[src/rtl/sync_fifo_pkg.sv]
`default_nettype none
// ============================================================================
// Module  : sync_fifo_pkg
// Purpose : Shared helpers for sync_fifo: depth computation and parameter
//           legality predicates, which the top level evaluates at elaboration.
// Ports   : none (package)
// Rev     : 1.0 - initial release
// ============================================================================
package sync_fifo_pkg;

    // Number of words held by a FIFO with the given address width.
    function automatic int fifo_depth(input int adsize);
        return 1 << adsize;
    endfunction

    // Almost-full threshold must lie in 1..DEPTH.
    function automatic bit af_level_ok(input int af, input int depth);
        return (af >= 1) && (af <= depth);
    endfunction

    // Almost-empty threshold must lie in 0..DEPTH-1.
    function automatic bit ae_level_ok(input int ae, input int depth);
        return (ae >= 0) && (ae <= depth - 1);
    endfunction

endpackage : sync_fifo_pkg
`default_nettype wire

[src/rtl/sync_fifo_ram.sv]
`default_nettype none
// ============================================================================
// Module  : sync_fifo_ram
// Purpose : DEPTH x Dsize storage for sync_fifo. One synchronous write port,
//           one asynchronous read port. Contents are never reset.
// Ports   : clk      - clock
//           i_we     - write enable
//           i_waddr  - write address
//           i_wdata  - write data
//           i_raddr  - read address
//           o_rdata  - read data (combinational from i_raddr)
// Rev     : 1.0 - initial release
// ============================================================================
module sync_fifo_ram #(
    parameter int Dsize  = 8,
    parameter int Adsize = 4
) (
    input  logic              clk,
    input  logic              i_we,
    input  logic [Adsize-1:0] i_waddr,
    input  logic [Dsize-1:0]  i_wdata,
    input  logic [Adsize-1:0] i_raddr,
    output logic [Dsize-1:0]  o_rdata
);

    logic [Dsize-1:0] r_mem [0:(1<<Adsize)-1];

    always_ff @(posedge clk) begin
        if (i_we) begin
            r_mem[i_waddr] <= i_wdata;
        end
    end

    assign o_rdata = r_mem[i_raddr];

endmodule : sync_fifo_ram
`default_nettype wire

[src/rtl/sync_fifo.sv]
`default_nettype none
// ============================================================================
// Module  : sync_fifo
// Purpose : Single-clock FIFO with occupancy count, almost-full/almost-empty
//           thresholds and sticky overflow/underflow flags.
//           Build option SYNC_FIFO_FWFT_EN selects first-word-fall-through
//           reads; otherwise rd_data is registered with 1-cycle latency.
// Ports   : clk, rst (sync, active-high)
//           w_data, winc         - write data / request
//           rinc                 - read request (acknowledge in FWFT mode)
//           rd_data              - read data
//           wfull, rempty        - full / empty
//           walmost_full         - count >= AF_LEVEL
//           ralmost_empty        - count <= AE_LEVEL
//           count                - occupancy 0..DEPTH
//           overflow, underflow  - sticky error flags, cleared by rst only
// Rev     : 1.0 - initial release
// ============================================================================
module sync_fifo
    import sync_fifo_pkg::*;
#(
    parameter int Dsize    = 8,
    parameter int Adsize   = 4,
    parameter int AF_LEVEL = fifo_depth(Adsize) - 1,
    parameter int AE_LEVEL = 1
) (
    input  logic              clk,
    input  logic              rst,
    input  logic [Dsize-1:0]  w_data,
    input  logic              winc,
    input  logic              rinc,
    output logic [Dsize-1:0]  rd_data,
    output logic              wfull,
    output logic              rempty,
    output logic              walmost_full,
    output logic              ralmost_empty,
    output logic [Adsize:0]   count,
    output logic              overflow,
    output logic              underflow
);

    localparam int              c_DEPTH     = fifo_depth(Adsize);
    localparam logic [Adsize:0] c_DEPTH_CNT = (Adsize+1)'(c_DEPTH);
    localparam logic [Adsize:0] c_AF_CNT    = (Adsize+1)'(AF_LEVEL);
    localparam logic [Adsize:0] c_AE_CNT    = (Adsize+1)'(AE_LEVEL);
    localparam logic [Adsize:0] c_CNT_ONE   = (Adsize+1)'(1);
    localparam logic [Adsize-1:0] c_PTR_ONE = (Adsize)'(1);

    // Elaboration-time parameter legality.
    if (Adsize < 1) begin : g_bad_adsize
        $error("sync_fifo: Adsize must be >= 1");
    end
    if (!af_level_ok(AF_LEVEL, c_DEPTH)) begin : g_bad_af
        $error("sync_fifo: AF_LEVEL out of range 1..DEPTH");
    end
    if (!ae_level_ok(AE_LEVEL, c_DEPTH)) begin : g_bad_ae
        $error("sync_fifo: AE_LEVEL out of range 0..DEPTH-1");
    end

    logic [Adsize-1:0] r_wptr;
    logic [Adsize-1:0] r_rptr;
    logic [Adsize:0]   r_count;
    logic              r_overflow;
    logic              r_underflow;
    logic              w_wr_en;
    logic              w_rd_en;
    logic [Dsize-1:0]  w_mem_rdata;

    // Flags are pure decodes of the count register: no path from winc/rinc.
    assign rempty        = (r_count == '0);
    assign wfull         = (r_count == c_DEPTH_CNT);
    assign walmost_full  = (r_count >= c_AF_CNT);
    assign ralmost_empty = (r_count <= c_AE_CNT);
    assign count         = r_count;
    assign overflow      = r_overflow;
    assign underflow     = r_underflow;

    assign w_wr_en = winc & ~wfull;
    assign w_rd_en = rinc & ~rempty;

    sync_fifo_ram #(
        .Dsize  (Dsize),
        .Adsize (Adsize)
    ) u_ram (
        .clk     (clk),
        .i_we    (w_wr_en),
        .i_waddr (r_wptr),
        .i_wdata (w_data),
        .i_raddr (r_rptr),
        .o_rdata (w_mem_rdata)
    );

    always_ff @(posedge clk) begin
        if (rst) begin
            r_wptr      <= '0;
            r_rptr      <= '0;
            r_count     <= '0;
            r_overflow  <= 1'b0;
            r_underflow <= 1'b0;
        end else begin
            if (w_wr_en) begin
                r_wptr <= r_wptr + c_PTR_ONE;
            end
            if (w_rd_en) begin
                r_rptr <= r_rptr + c_PTR_ONE;
            end
            // Simultaneous accepted read and write leave occupancy unchanged.
            case ({w_wr_en, w_rd_en})
                2'b10:   r_count <= r_count + c_CNT_ONE;
                2'b01:   r_count <= r_count - c_CNT_ONE;
                default: r_count <= r_count;
            endcase
            // Errors are judged on the raw requests against the current flags.
            if (winc & wfull) begin
                r_overflow <= 1'b1;
            end
            if (rinc & rempty) begin
                r_underflow <= 1'b1;
            end
        end
    end

`ifdef SYNC_FIFO_FWFT_EN
    // Head word is presented directly; forced to zero while empty.
    assign rd_data = rempty ? '0 : w_mem_rdata;
`else
    logic [Dsize-1:0] r_rd_data;

    always_ff @(posedge clk) begin
        if (rst) begin
            r_rd_data <= '0;
        end else if (w_rd_en) begin
            r_rd_data <= w_mem_rdata;
        end
    end

    assign rd_data = r_rd_data;
`endif

endmodule : sync_fifo
`default_nettype wire

[config.mk]
export PLATFORM = sky130hd
export DESIGN_NAME = sync_fifo
export DESIGN_NICKNAME = d
export VERILOG_FILES = /design/src/rtl/sync_fifo_pkg.sv /design/src/rtl/sync_fifo_ram.sv /design/src/rtl/sync_fifo.sv
export SDC_FILE = /design/constraint.sdc
export NUM_CORES = 1
export LEC_CHECK = 0
export ABC_AREA = 1
export BUFFER_PORTS_ARGS = -buffer_cell sky130_fd_sc_hd__buf_2
export CAP_MARGIN = 0
export CORE_MARGIN = 8
export CORE_UTILIZATION = 42
export CTS_BUF_LIST = sky130_fd_sc_hd__clkbuf_4 sky130_fd_sc_hd__clkbuf_8 sky130_fd_sc_hd__clkbuf_16
export CTS_CLUSTER_DIAMETER = 30
export CTS_CLUSTER_SIZE = 20
export DETAILED_ROUTE_END_ITERATION = 6
export GPL_TIMING_DRIVEN = 0
export MAX_ROUTING_LAYER = met4
export PLACE_DENSITY = 0.57
export SYNTH_ARGS = -nofsm -noshare
export SYNTH_HDL_FRONTEND = slang
export SYNTH_HIERARCHICAL = 1
export SYNTH_SLANG_ARGS = --single-unit
[constraint.sdc]
create_clock -name clk -period 4.9 [get_ports clk]
set_input_delay 0.245 -clock clk [delete_from_list [all_inputs] [get_ports clk]]
set_output_delay 0.245 -clock clk [all_outputs]
set_load 0.01 [all_outputs]
Word-level counts from Yosys, hierarchy flattened
Memory sizes are Yosys's and may differ from the RTL's. A register that Yosys moved wholly into a read port is not among the register bits.
Cells that the tools add are included.

operators by class
  add/sub/neg operators = 4
  order comparisons = 2
  equal/unequal tests = 3
  multiplexer cells = 3
  bitwise logic cells = 6
  reduce and logical (&&, ||, !) cells = 2

operators by type and width
  operator             count
  $pmux 5 s2           1
  $add 4x1->4 const B  2
  $add 5x1->5 const B  1
  $eq 5x5->1 const B   1
  $ge 5x4->1 const B   1
  $le 5x1->1 const B   1
  $logic_not 5->1      1
  $sub 5x1->5 const B  1
  $and 1x1->1          4
  $eq 2x1->1 const B   1
  $eq 2x2->1 const B   1
  $mux 1               2
  $not 1->1            2
  $reduce_bool 2->1    1

word-level totals
  register bits = 15
  RAM bits = 128
  input port bits = 12
  output and inout port bits = 19
  logic and storage cells = 26
  memories kept = 1

memories
  name         depth  width  read ports  clocked after memory_dff  wr ports  RTL line             RTL
  u_ram.r_mem  16     8      1           1                         1         sync_fifo_ram.sv:26  logic [Dsize-1:0] r_mem [0:(1<<Adsize)-1];

Longest topological paths before layout
Gate-level depths: netlist (run 1).

  word-level depth = 5
  gate-level depth with buffers = 14

Modules after synthesis
Netlist (run 1), hierarchy kept.

by module, submodules not included
  module         times used  cells each  area an instance (um^2)
  sync_fifo_ram  1           543         5606.6
  sync_fifo      1           156         1209.9

Least setup slack after synthesis (run 1)
No wires, ideal clock.

  kind = reg-to-reg
  start = register r_count[0] (netlist: count[0])
  end = memory u_ram.r_mem[12][0] (enable)
  library setup time = 370 ps
  arrival time = 1628 ps
  data required time = 4530 ps
  path slack = 2902 ps
  cell stages (with the launch flop) = 8
  buffers on the path = 0
  cell sequence = dfxtp_1 > inv_1 > ha_1 > nand3_2 > nand2_4 > inv_2 > nand3_1 > nor2_1

between the ends
  cells in the longest elaborated chain, start to end = 5

RTL lines
  element                       RTL line             RTL
  from (decl)                   sync_fifo.sv:62      logic [Adsize:0] r_count;
  from (signal assigned)        sync_fifo.sv:109     2'b10: r_count <= r_count + c_CNT_ONE;
  from (signal assigned)        sync_fifo.sv:110     2'b01: r_count <= r_count - c_CNT_ONE;
  from (signal assigned)        sync_fifo.sv:111     default: r_count <= r_count;
  $eq 5x5->1                    sync_fifo.sv:71      assign wfull = (r_count == c_DEPTH_CNT);
  $not 1->1                     sync_fifo.sv:78      assign w_wr_en = winc & ~wfull;
  $and 1x1->1                   sync_fifo.sv:78
  named net w_wr_en             sync_fifo.sv:65      logic w_wr_en;
  $mux 1                        sync_fifo_ram.sv:29  if (i_we) begin
  $mux 1 (not written as such)  sync_fifo_ram.sv:30  r_mem[i_waddr] <= i_wdata;
  to (decl)                     sync_fifo_ram.sv:26

The timed path passes the listed nets, and every way through them passes these cells.

Final worst setup path (run 1)
  start = register r_count[0] (netlist: count[0])
  end = memory u_ram.r_mem[14][2] (enable)

Same word-level chain as after synthesis.

==> results of run 1 <==
[power breakdown]
group          internal (W)  switching [W]  total (W)  leakage, nW
Clock              0.000753       0.000490    0.00124        0.292
Combinational      0.000417       0.000814    0.00123         1.77
Sequential          0.00149      0.0000784    0.00156         1.34
[worst paths after layout]
check / start / endpoint / slack (ns)
worst max-delay path: count[0]$_SDFFE_PP0P_ / u_ram/r_mem[14][2]$_DFFE_PP_ / 2.39
worst min register to register: overflow$_SDFFE_PP0P_ / overflow$_SDFFE_PP0P_ / 0.45
worst max register to register: count[0]$_SDFFE_PP0P_ / u_ram/r_mem[14][2]$_DFFE_PP_ / 2.39
worst min-delay path: rst / r_rptr[3]$_SDFFE_PP0P_ / 0.10
[stage by stage]
step	hold WS [ns]	setup slack (ns)	total power [W]	utilization, %
after floorplan	0.344	2.90	0.00239	-
final	0.100	2.39	0.00404	49.1
after global placement	0.434	2.39	0.00280	45.5
after detailed placement	0.438	2.40	0.00282	45.5
after global routing	0.108	2.17	0.00425	49.1
after CTS	0.0932	2.37	0.00406	49.1
[cells in the mapped netlist]
master    number
a21oi_1        9
a21oi_2        2
buf_1          1
buf_12         1
buf_2         14
buf_4          5
buf_6          7
dfxtp_1       23
edfxtp_1     128
ha_1           8
inv_1        115
inv_2          4
inv_4          1
nand2_1      198
nand2_2        2
nand2_4        2
nand3_1      104
nand3_2        1
nand3_4        1
nand3b_1       2
nand4_1        4
nor2_1        39
nor2_2         9
nor2_4         1
o211a_1        1
o21ai_0       13
o21ai_1        1
xor2_1         3
[logic make-up (layout without fill, tap and decap cells)]
family                   Yosys count  count (layout)  share of synthesized area [%]
AND/OR/NAND/NOR                  363             363                           23.2
XOR/XNOR                           3               3                          0.386
adder cells (fa/ha/maj)            8               8                           1.47
AO/OA/AOI/OAI                     26              26                           2.09
buffers and inverters            148             209                           9.73
flip-flops                       151             151                           63.1
[cell type report]
cell class / count / area, um^2 / area share, %
plain buffers: 28 / 210 / 2.69
clock buffers: 25 / 533 / 6.83
clock inverters: 7 / 40.0 / 0.513
inverters: 120 / 453 / 5.80
multi-input cells: 400 / 1850 / 23.7
flip-flops and latches: 151 / 4300 / 55.1
well taps: 216 / 270 / 3.46
repair buffers: 29 / 145 / 1.86
[flip-flops by register name (all words and copies together), names as in the netlist]
| signal | flops |
|---|---|
| rd_data | 8 |
| u_ram/r_mem | 128 |
| r_wptr | 4 |
| underflow | 1 |
| r_rptr | 4 |
| count | 5 |
| overflow | 1 |
[worst max-delay path, stage by stage (launching register included)]
cell	delay, ns
dfxtp_1	0.50
inv_1	0.11
ha_1	0.26
nand3_2	0.14
nand2_4	0.08
inv_2	0.13
nand3_1	0.16
nor2_1	0.75
[per-layer routing]
layer | track usage, % | wire (um) | vias up | part of all wire (%)
met5 | - | 0 | - | 0
met4 | 10.1 | 689 | 0 | 4.1
met3 | 3.45 | 807 | 51 | 4.7
met2 | 28.4 | 8190 | 140 | 48
met1 | 21.5 | 7320 | 2270 | 43
li1 | - | - | 2355 | -
==> impl_metrics.env, run 1 <==
export IMPL_final_max_slew_viol_count=0
export IMPL_ys_top_cells_by_area="edfxtp_1, nand2_1, nand3_1, dfxtp_1, inv_1"
export IMPL_wl_um=17000
export IMPL_ir_drop_mv=0.238
export IMPL_crit_required_ns=4.94
export IMPL_syn_to_final_growth_pct=14.5
export IMPL_whs_path_depth=2
export IMPL_routabilityCongestion=0.859
export IMPL_dpl_cell_count=944
export IMPL_ant_nets=0
export IMPL_drive_gt1_share_pct=14.6
export IMPL_root_buffer="clkbuf_16"
export IMPL_avgSynthCellArea_um2=9.75
export IMPL_stdcell_area_mm2=0.00780
export IMPL_most_common_layout_cells="nand2_1, edfxtp_1, inv_1, nand3_1, buf_2"
export IMPL_reg2reg_depth=7
export IMPL_crit_type="flop to flop"
export IMPL_synth_distinct_cells=28
export IMPL_nets=767
export IMPL_start_util_pct=42.9
export IMPL_cts_setup_buffers=0
export IMPL_dieWidth_um=143
export IMPL_max_cap_violations=0
export IMPL_io_pins=31
export IMPL_path_clk_slew_ns=0.06
export IMPL_period_needed_ns=2.51
export IMPL_fillerInstances=1535
export IMPL_wl_per_cell_um=17.4
export IMPL_cts_tree="built"
export IMPL_cts_sinks=151
export IMPL_antenna_found_initial=0
export IMPL_ctsResizeCount=0
export IMPL_numCtsBuffers=17
export IMPL_postPlaceCellArea_mm2=0.00723
export IMPL_p_leak_nw=3.41
export IMPL_firstDrtPassIters=5
export IMPL_startpoint_type="flop"
export IMPL_synth_top_area_share_pct=56.4
export IMPL_cts_max_path_buffers=2
export IMPL_grt_max_degree=17
export IMPL_clkLatencyLatePin_ns=0.42
export IMPL_yosysWarnings=6
export IMPL_seq_area_frac_synth_pct=63.1
export IMPL_rsz0062_at_grt="false"
export IMPL_grt_pass1_vias=4718
export IMPL_crit_fanout=9
export IMPL_fin_cells=976
export IMPL_hpwlAfterDp_um=11700
export IMPL_fin_crit_sh_pct=51.3
export IMPL_grt_pass1_wl_um=26200
export IMPL_max_freq_ghz=0.398
export IMPL_coreArea_mm2=0.0159
export IMPL_portBuffers=29
export IMPL_grtUsageTotal_pct=18.0
export IMPL_hold_violations=0
export IMPL_fin_setup_tns_ns=0
export IMPL_route_vias_total=4816
export IMPL_status="finished clean"
export IMPL_setup_viol=0
export IMPL_num_rows=46
export IMPL_synth_seq_cells=151
export IMPL_die_area_mm2=0.0206
export IMPL_tightest_slew_ns=0.928
export IMPL_grt_ovfl_total=0
export IMPL_drc=0
export IMPL_antenna_cells=0
export IMPL_finClkSkew_ns=0.00695
export IMPL_p_per_area_mw_per_mm2=517
export IMPL_initialDrtViolationCount=422
export IMPL_worstPathArrival_ns=2.56
export IMPL_synth_fp_nets=719
export IMPL_syn_cell_area_mm2=0.00682
export IMPL_via_per_inst=4.93
export IMPL_htree_levels=4
export IMPL_postSynthCellCount=699
export IMPL_synth_top_area_cell="edfxtp_1"
export IMPL_slew_headroom_pct=37.9
export IMPL_ctsHoldBuffers=0
export IMPL_end_kind="flop"
export IMPL_chipHeight_um=143
export IMPL_hp_class="input port to flop"
export IMPL_final_common_cell="nand2_1"
Note: power is estimated with default switching activity, not from simulation.
==> run 2: changes to the inputs <==
- PLACE_DENSITY: 0.57 -> 0.59
- clock period: 4.9 -> 2.05 ns (I/O delays scaled with it)
==> run 2 against run 1 <==
Via count up 2.9%. Clock skew is essentially flat. Critical path depth grew 1. Clock power rose to 2.5 times the previous value. Final cell count up 1.9%. Power rose by 150%. Critical endpoint is now u_ram/r_mem[11][2]$_DFFE_PP_.
==> impl_metrics.env, run 2 (synthesis gave the netlist of run 1 again) <==
export IMPL_status="finished clean"
export IMPL_period_needed_ns=1.95
export IMPL_slew_headroom_pct=65.1
export IMPL_crit_cells=8
export IMPL_end_kind="flop"
export IMPL_wl_per_cell_um=17.5
export IMPL_reg2reg_depth=8
export IMPL_start_util_pct=42.9
export IMPL_max_cap_violations=0
export IMPL_chipHeight_um=143
export IMPL_hp_class="input port to flop"
export IMPL_syn_to_final_growth_pct=21.2
export IMPL_die_area_mm2=0.0206
export IMPL_route_vias_total=4955
export IMPL_worstPathArrival_ns=2.05
export IMPL_final_max_slew_viol_count=0
export IMPL_grt_pass1_vias=4873
export IMPL_tightest_slew_ns=0.524
export IMPL_initialDrtViolationCount=420
export IMPL_numCtsBuffers=17
export IMPL_coreArea_mm2=0.0159
export IMPL_num_rows=46
export IMPL_drive_gt1_share_pct=19.1
export IMPL_cp_slowest_cell="dfxtp_2"
export IMPL_antenna_found_initial=0
export IMPL_grt_ovfl_total=0
export IMPL_fin_crit_sh_pct=95.4
export IMPL_max_freq_ghz=0.512
export IMPL_cts_max_path_buffers=2
export IMPL_portBuffers=29
export IMPL_wl_um=17400
export IMPL_ant_nets=0
export IMPL_fin_setup_tns_ns=0
export IMPL_setup_viol=0
export IMPL_nets=787
export IMPL_cts_tree="built"
export IMPL_cpPeakStageDelay_ns=0.37
export IMPL_p_leak_nw=3.53
export IMPL_grt_max_degree=17
export IMPL_routabilityCongestion=0.907
export IMPL_grt_pass1_wl_um=27300
export IMPL_cts_sinks=151
export IMPL_antenna_cells=0
export IMPL_whs_path_depth=1
export IMPL_path_cells="inv_1, ha_2, nand3_2, nand2_4, inv_2, nand3b_1, buf_4, nor2_4"
export IMPL_fillerInstances=1476
export IMPL_clkLatencyLatePin_ns=0.43
export IMPL_crit_required_ns=2.15
export IMPL_htree_levels=4
export IMPL_root_buffer="clkbuf_16"
export IMPL_top_register="u_ram/r_mem"
export IMPL_largest_reg_flops=128
export IMPL_path_clk_slew_ns=0.06
export IMPL_finClkSkew_ns=0.00714
export IMPL_final_common_cell="nand2_1"
export IMPL_hpwlAfterDp_um=11500
export IMPL_crit_type="flop to flop"
export IMPL_cpLargestDelayFamily="simple AND/OR/NAND/NOR gates"
export IMPL_firstDrtPassIters=5
export IMPL_rsz0062_at_grt="false"
export IMPL_critPathBufInv=3
export IMPL_hold_worst_slack_ns=0.0935
export IMPL_grtUsageTotal_pct=18.5
export IMPL_crit_fanout=8
export IMPL_io_pins=31
export IMPL_startpoint_type="flop"
export IMPL_drc=0
export IMPL_ir_drop_mv=0.661
export IMPL_via_per_inst=4.98
export IMPL_hold_violations=0
export IMPL_dieWidth_um=143
export IMPL_p_per_area_mw_per_mm2=1210
export IMPL_most_common_layout_cells="nand2_1, edfxtp_1, inv_1, nand3_1, buf_2"
-- run 2: cell count changes in the layout (fill, tap and decap cells not counted), moves of 3 or more --
cell           delta
nor2_1           -16
buf_12           +10
bufinv_16         +3
nor2_4           +16
buf_4             +7
clkinv_4          +3
dlygate4sd3_1     +3
-- run 2: worst paths after layout --
| kind | startpoint | slack [ns] | to |
|---|---|---|---|
| min reg2reg | underflow$_SDFFE_PP0P_ | 0.45 | underflow$_SDFFE_PP0P_ |
| max | count[1]$_SDFFE_PP0P_ | 0.1 | u_ram/r_mem[11][2]$_DFFE_PP_ |
| min | w_data[4] | 0.09 | u_ram/r_mem[14][4]$_DFFE_PP_ |
| max reg2reg | count[1]$_SDFFE_PP0P_ | 0.1 | u_ram/r_mem[11][2]$_DFFE_PP_ |
-- run 2: final cells by class --
type	count	area, um^2	share of cell area (%)
inverter	120	453	5.48
tap	216	270	3.27
sequential	151	4310	52.2
clock buffer	18	433	5.24
buffer	28	213	2.57
timing repair buffer	49	428	5.18
multi-input combinational	400	2000	24.2
clock inverter	13	158	1.91
-- run 2: per-stage QoR --
| stage | cells | utilization, % | cell area, um^2 | total power [W] | setup slack (ns) |
|---|---|---|---|---|---|
| final | 995 | 52.0 | 8260 | 0.00996 | 0.0952 |
| after global placement | 944 | 45.5 | 7230 | 0.00668 | -0.458 |
| after global routing | 995 | 52.0 | 8260 | 0.0105 | 0.00432 |
| after floorplan | 699 | - | 6820 | 0.00572 | 0.0521 |
| after CTS | 992 | 51.5 | 8180 | 0.00992 | 0.0301 |
| after detailed placement | 944 | 45.5 | 7230 | 0.00672 | -0.530 |
-- run 2: repair_timing --
| item | in CTS | in global routing |
|---|---|---|
| hold buffers | 3 | 0 |
| pin swaps | 11 | 5 |
| resized for setup | 37 | 6 |
| hold endpoints to repair | 6 | 0 |
| setup endpoints to repair | 130 | 46 |
| buffers inserted | 14 | 3 |
-- run 2: worst register-to-register path: stages (launching register included) --
cell	delay, ns
dfxtp_2	0.37
inv_1	0.10
ha_2	0.21
nand3_2	0.13
nand2_4	0.09
inv_2	0.17
nand3b_1	0.11
buf_4	0.20
nor2_4	0.25
-- run 2: where the power goes --
part | internal (W) | switching, W | leakage (nW)
logic | 0.00108 | 0.00202 | 1.90
clock network | 0.00191 | 0.00121 | 0.283
registers | 0.00356 | 0.000187 | 1.35
total | 0.00654 | 0.00342 | 3.53
-- run 2: metal layers --
layer | track usage (%) | vias up | routed length, um
met5 | - | - | 0
met4 | 7.64 | 0 | 503
met3 | 3.32 | 36 | 1040
met2 | 29.1 | 156 | 8360
met1 | 23.2 | 2373 | 7470
li1 | - | 2390 | -
==> run 3: changes to the inputs <==
- CORE_UTILIZATION: 42 -> 55
- PLACE_DENSITY: 0.59 -> 0.74
==> run 3 against run 2 <==
Clock skew is 0.0013 ns higher. Die area is 21% lower. Register-to-register slack worse by 0.04 ns. Non-clock buffer count is 2 higher. Combinational power hardly changed. Worst setup slack worse by 0.038 ns. Via count is 2.5% higher. Critical path depth is 1 higher. Hold slack better by 0.0049 ns. Critical path type unchanged.
==> impl_metrics.env, run 3 (synthesis gave the netlist of run 1 again) <==
export IMPL_status="finished clean"
export IMPL_most_common_layout_cells="nand2_1, edfxtp_1, inv_1, nand3_1, buf_2"
export IMPL_fin_util_pct=68.6
export IMPL_fin_cells=950
export IMPL_drive_gt1_share_pct=18.8
export IMPL_portBuffers=29
export IMPL_numCtsBuffers=17
export IMPL_setup_viol=0
export IMPL_period_needed_ns=1.99
export IMPL_firstDrtPassIters=5
export IMPL_top_register="u_ram/r_mem"
export IMPL_htree_levels=4
export IMPL_drc=0
export IMPL_root_buffer="clkbuf_16"
export IMPL_cpPeakStageDelay_ns=0.37
export IMPL_largest_reg_flops=128
export IMPL_startpoint_type="flop"
export IMPL_max_freq_ghz=0.502
export IMPL_hp_start="w_data[2]"
export IMPL_grt_pass1_vias=4887
export IMPL_coreArea_mm2=0.0121
export IMPL_dieWidth_um=127
export IMPL_slew_headroom_pct=66.8
export IMPL_cts_max_path_buffers=2
export IMPL_hp_class="input port to flop"
export IMPL_path_clk_slew_ns=0.06
export IMPL_p_per_area_mw_per_mm2=1210
export IMPL_r2r_slack_ns=0.06
export IMPL_num_rows=40
export IMPL_max_cap_violations=0
export IMPL_antenna_found_initial=0
export IMPL_antenna_cells=0
export IMPL_fin_crit_sh_pct=97.2
export IMPL_clkLatencyLatePin_ns=0.43
export IMPL_route_vias_total=5077
export IMPL_min_to="u_ram/r_mem[3][2]$_DFFE_PP_"
export IMPL_crit_type="flop to flop"
export IMPL_nets=789
export IMPL_initialDrtViolationCount=620
export IMPL_crit_fanout=8
export IMPL_grtUsageTotal_pct=22.8
export IMPL_tightest_slew_ns=0.497
export IMPL_start_util_pct=56.5
export IMPL_r2r_end="u_ram/r_mem[9][2]$_DFFE_PP_"
export IMPL_io_pins=31
export IMPL_die_area_mm2=0.0162
export IMPL_final_max_slew_viol_count=0
export IMPL_cp_slowest_cell="dfxtp_2"
export IMPL_end_kind="flop"
export IMPL_hpwlAfterDp_um=10800
export IMPL_grt_pass1_wl_um=26600
export IMPL_path_cells="inv_1, ha_2, nand3_2, nand2_4, inv_4, nand3b_1, buf_4, nor2_4, buf_12"
export IMPL_cts_sinks=151
export IMPL_ir_drop_mv=0.659
export IMPL_wl_um=17200
export IMPL_rsz0062_at_grt="false"
export IMPL_wl_per_cell_um=18.1
export IMPL_final_common_cell="nand2_1"
export IMPL_grt_max_degree=17
export IMPL_crit_required_ns=2.19
export IMPL_syn_to_final_growth_pct=21.3
export IMPL_whs_path_depth=1
export IMPL_p_leak_nw=3.56
export IMPL_chipHeight_um=127
export IMPL_via_per_inst=5.34
export IMPL_ant_nets=0
export IMPL_r2r_start="count[1]$_SDFFE_PP0P_"
export IMPL_grt_ovfl_total=0
export IMPL_routabilityCongestion=0.919
export IMPL_reg2reg_depth=9
export IMPL_dpl_cell_count=896
export IMPL_finClkSkew_ns=0.00849
export IMPL_worstPathArrival_ns=2.13
export IMPL_fillerInstances=906
export IMPL_cts_tree="built"
export IMPL_hold_violations=0
[run 3: per-stage QoR]
stage / power [W] / setup slack, ns / area (um^2) / TNS (ns) / hold WS [ns]
finish: 0.0100 / 0.0571 / 8270 / 0 / 0.0984
global route: 0.0105 / 0.00684 / 8270 / 0 / 0.0931
CTS: 0.00989 / -0.0768 / 8180 / -1.85 / 0.0720
detailed placement: 0.00666 / -0.436 / 7170 / -42.19 / 0.397
global placement: 0.00661 / -0.339 / 7170 / -32.67 / 0.394
floorplan: 0.00572 / 0.0521 / 6820 / 0 / 0.201
[run 3: cell type report]
type                    count  area [um^2]  area share (%)
clock inverters            12          158            1.91
multi-input cells         400         2000            24.1
clock buffers              20          448            5.42
plain buffers              28          210            2.54
flip-flops and latches    151         4310            52.1
inverters                 120          455            5.51
well taps                 168          210            2.54
repair buffers             51          483            5.84
[run 3: worst max path at each step]
stage	from	to	slack, ns	depth (start not counted)
final	count[1]$_SDFFE_PP0P_	u_ram/r_mem[9][2]$_DFFE_PP_	0.06	9
after global routing	count[1]$_SDFFE_PP0P_	u_ram/r_mem[9][2]$_DFFE_PP_	0.007	9
after CTS	count[1]$_SDFFE_PP0P_	u_ram/r_mem[0][0]$_DFFE_PP_	-0.08	7
after detailed placement	count[0]$_SDFFE_PP0P_	u_ram/r_mem[14][5]$_DFFE_PP_	-0.44	7
after global placement	count[0]$_SDFFE_PP0P_	u_ram/r_mem[15][5]$_DFFE_PP_	-0.34	7
after floorplan	count[0]$_SDFFE_PP0P_	u_ram/r_mem[12][0]$_DFFE_PP_	0.05	7
[run 3: repair_timing]
action,4_1_cts,5_1_grt
hold buffers,4,0
buffers inserted,16,2
pin swaps,12,3
hold endpoints to repair,6,0
resized for setup,30,12
endpoints found under the setup margin,130,131
[run 3: routing by layer]
metal  part of all wire, %  GRT usage [%]
met1                    41           27.2
met2                    48           36.0
met3                   8.0           5.62
met4                   3.3           10.2
met5                     0              -
[run 3: critical path, delay by kind of cell, from the launching register on]
| kind | cells | cell delay (ns) |
|---|---|---|
| flip-flops | 1 | 0.37 |
| adder cells (fa/ha/maj) | 1 | 0.21 |
| buffers and inverters | 4 | 0.58 |
| AND/OR/NAND/NOR | 4 | 0.53 |
[run 3: where the power goes]
part / internal [W] / switching [W]
logic: 0.00106 / 0.00201
clock network: 0.00205 / 0.00115
registers: 0.00356 / 0.000184
total: 0.00666 / 0.00335
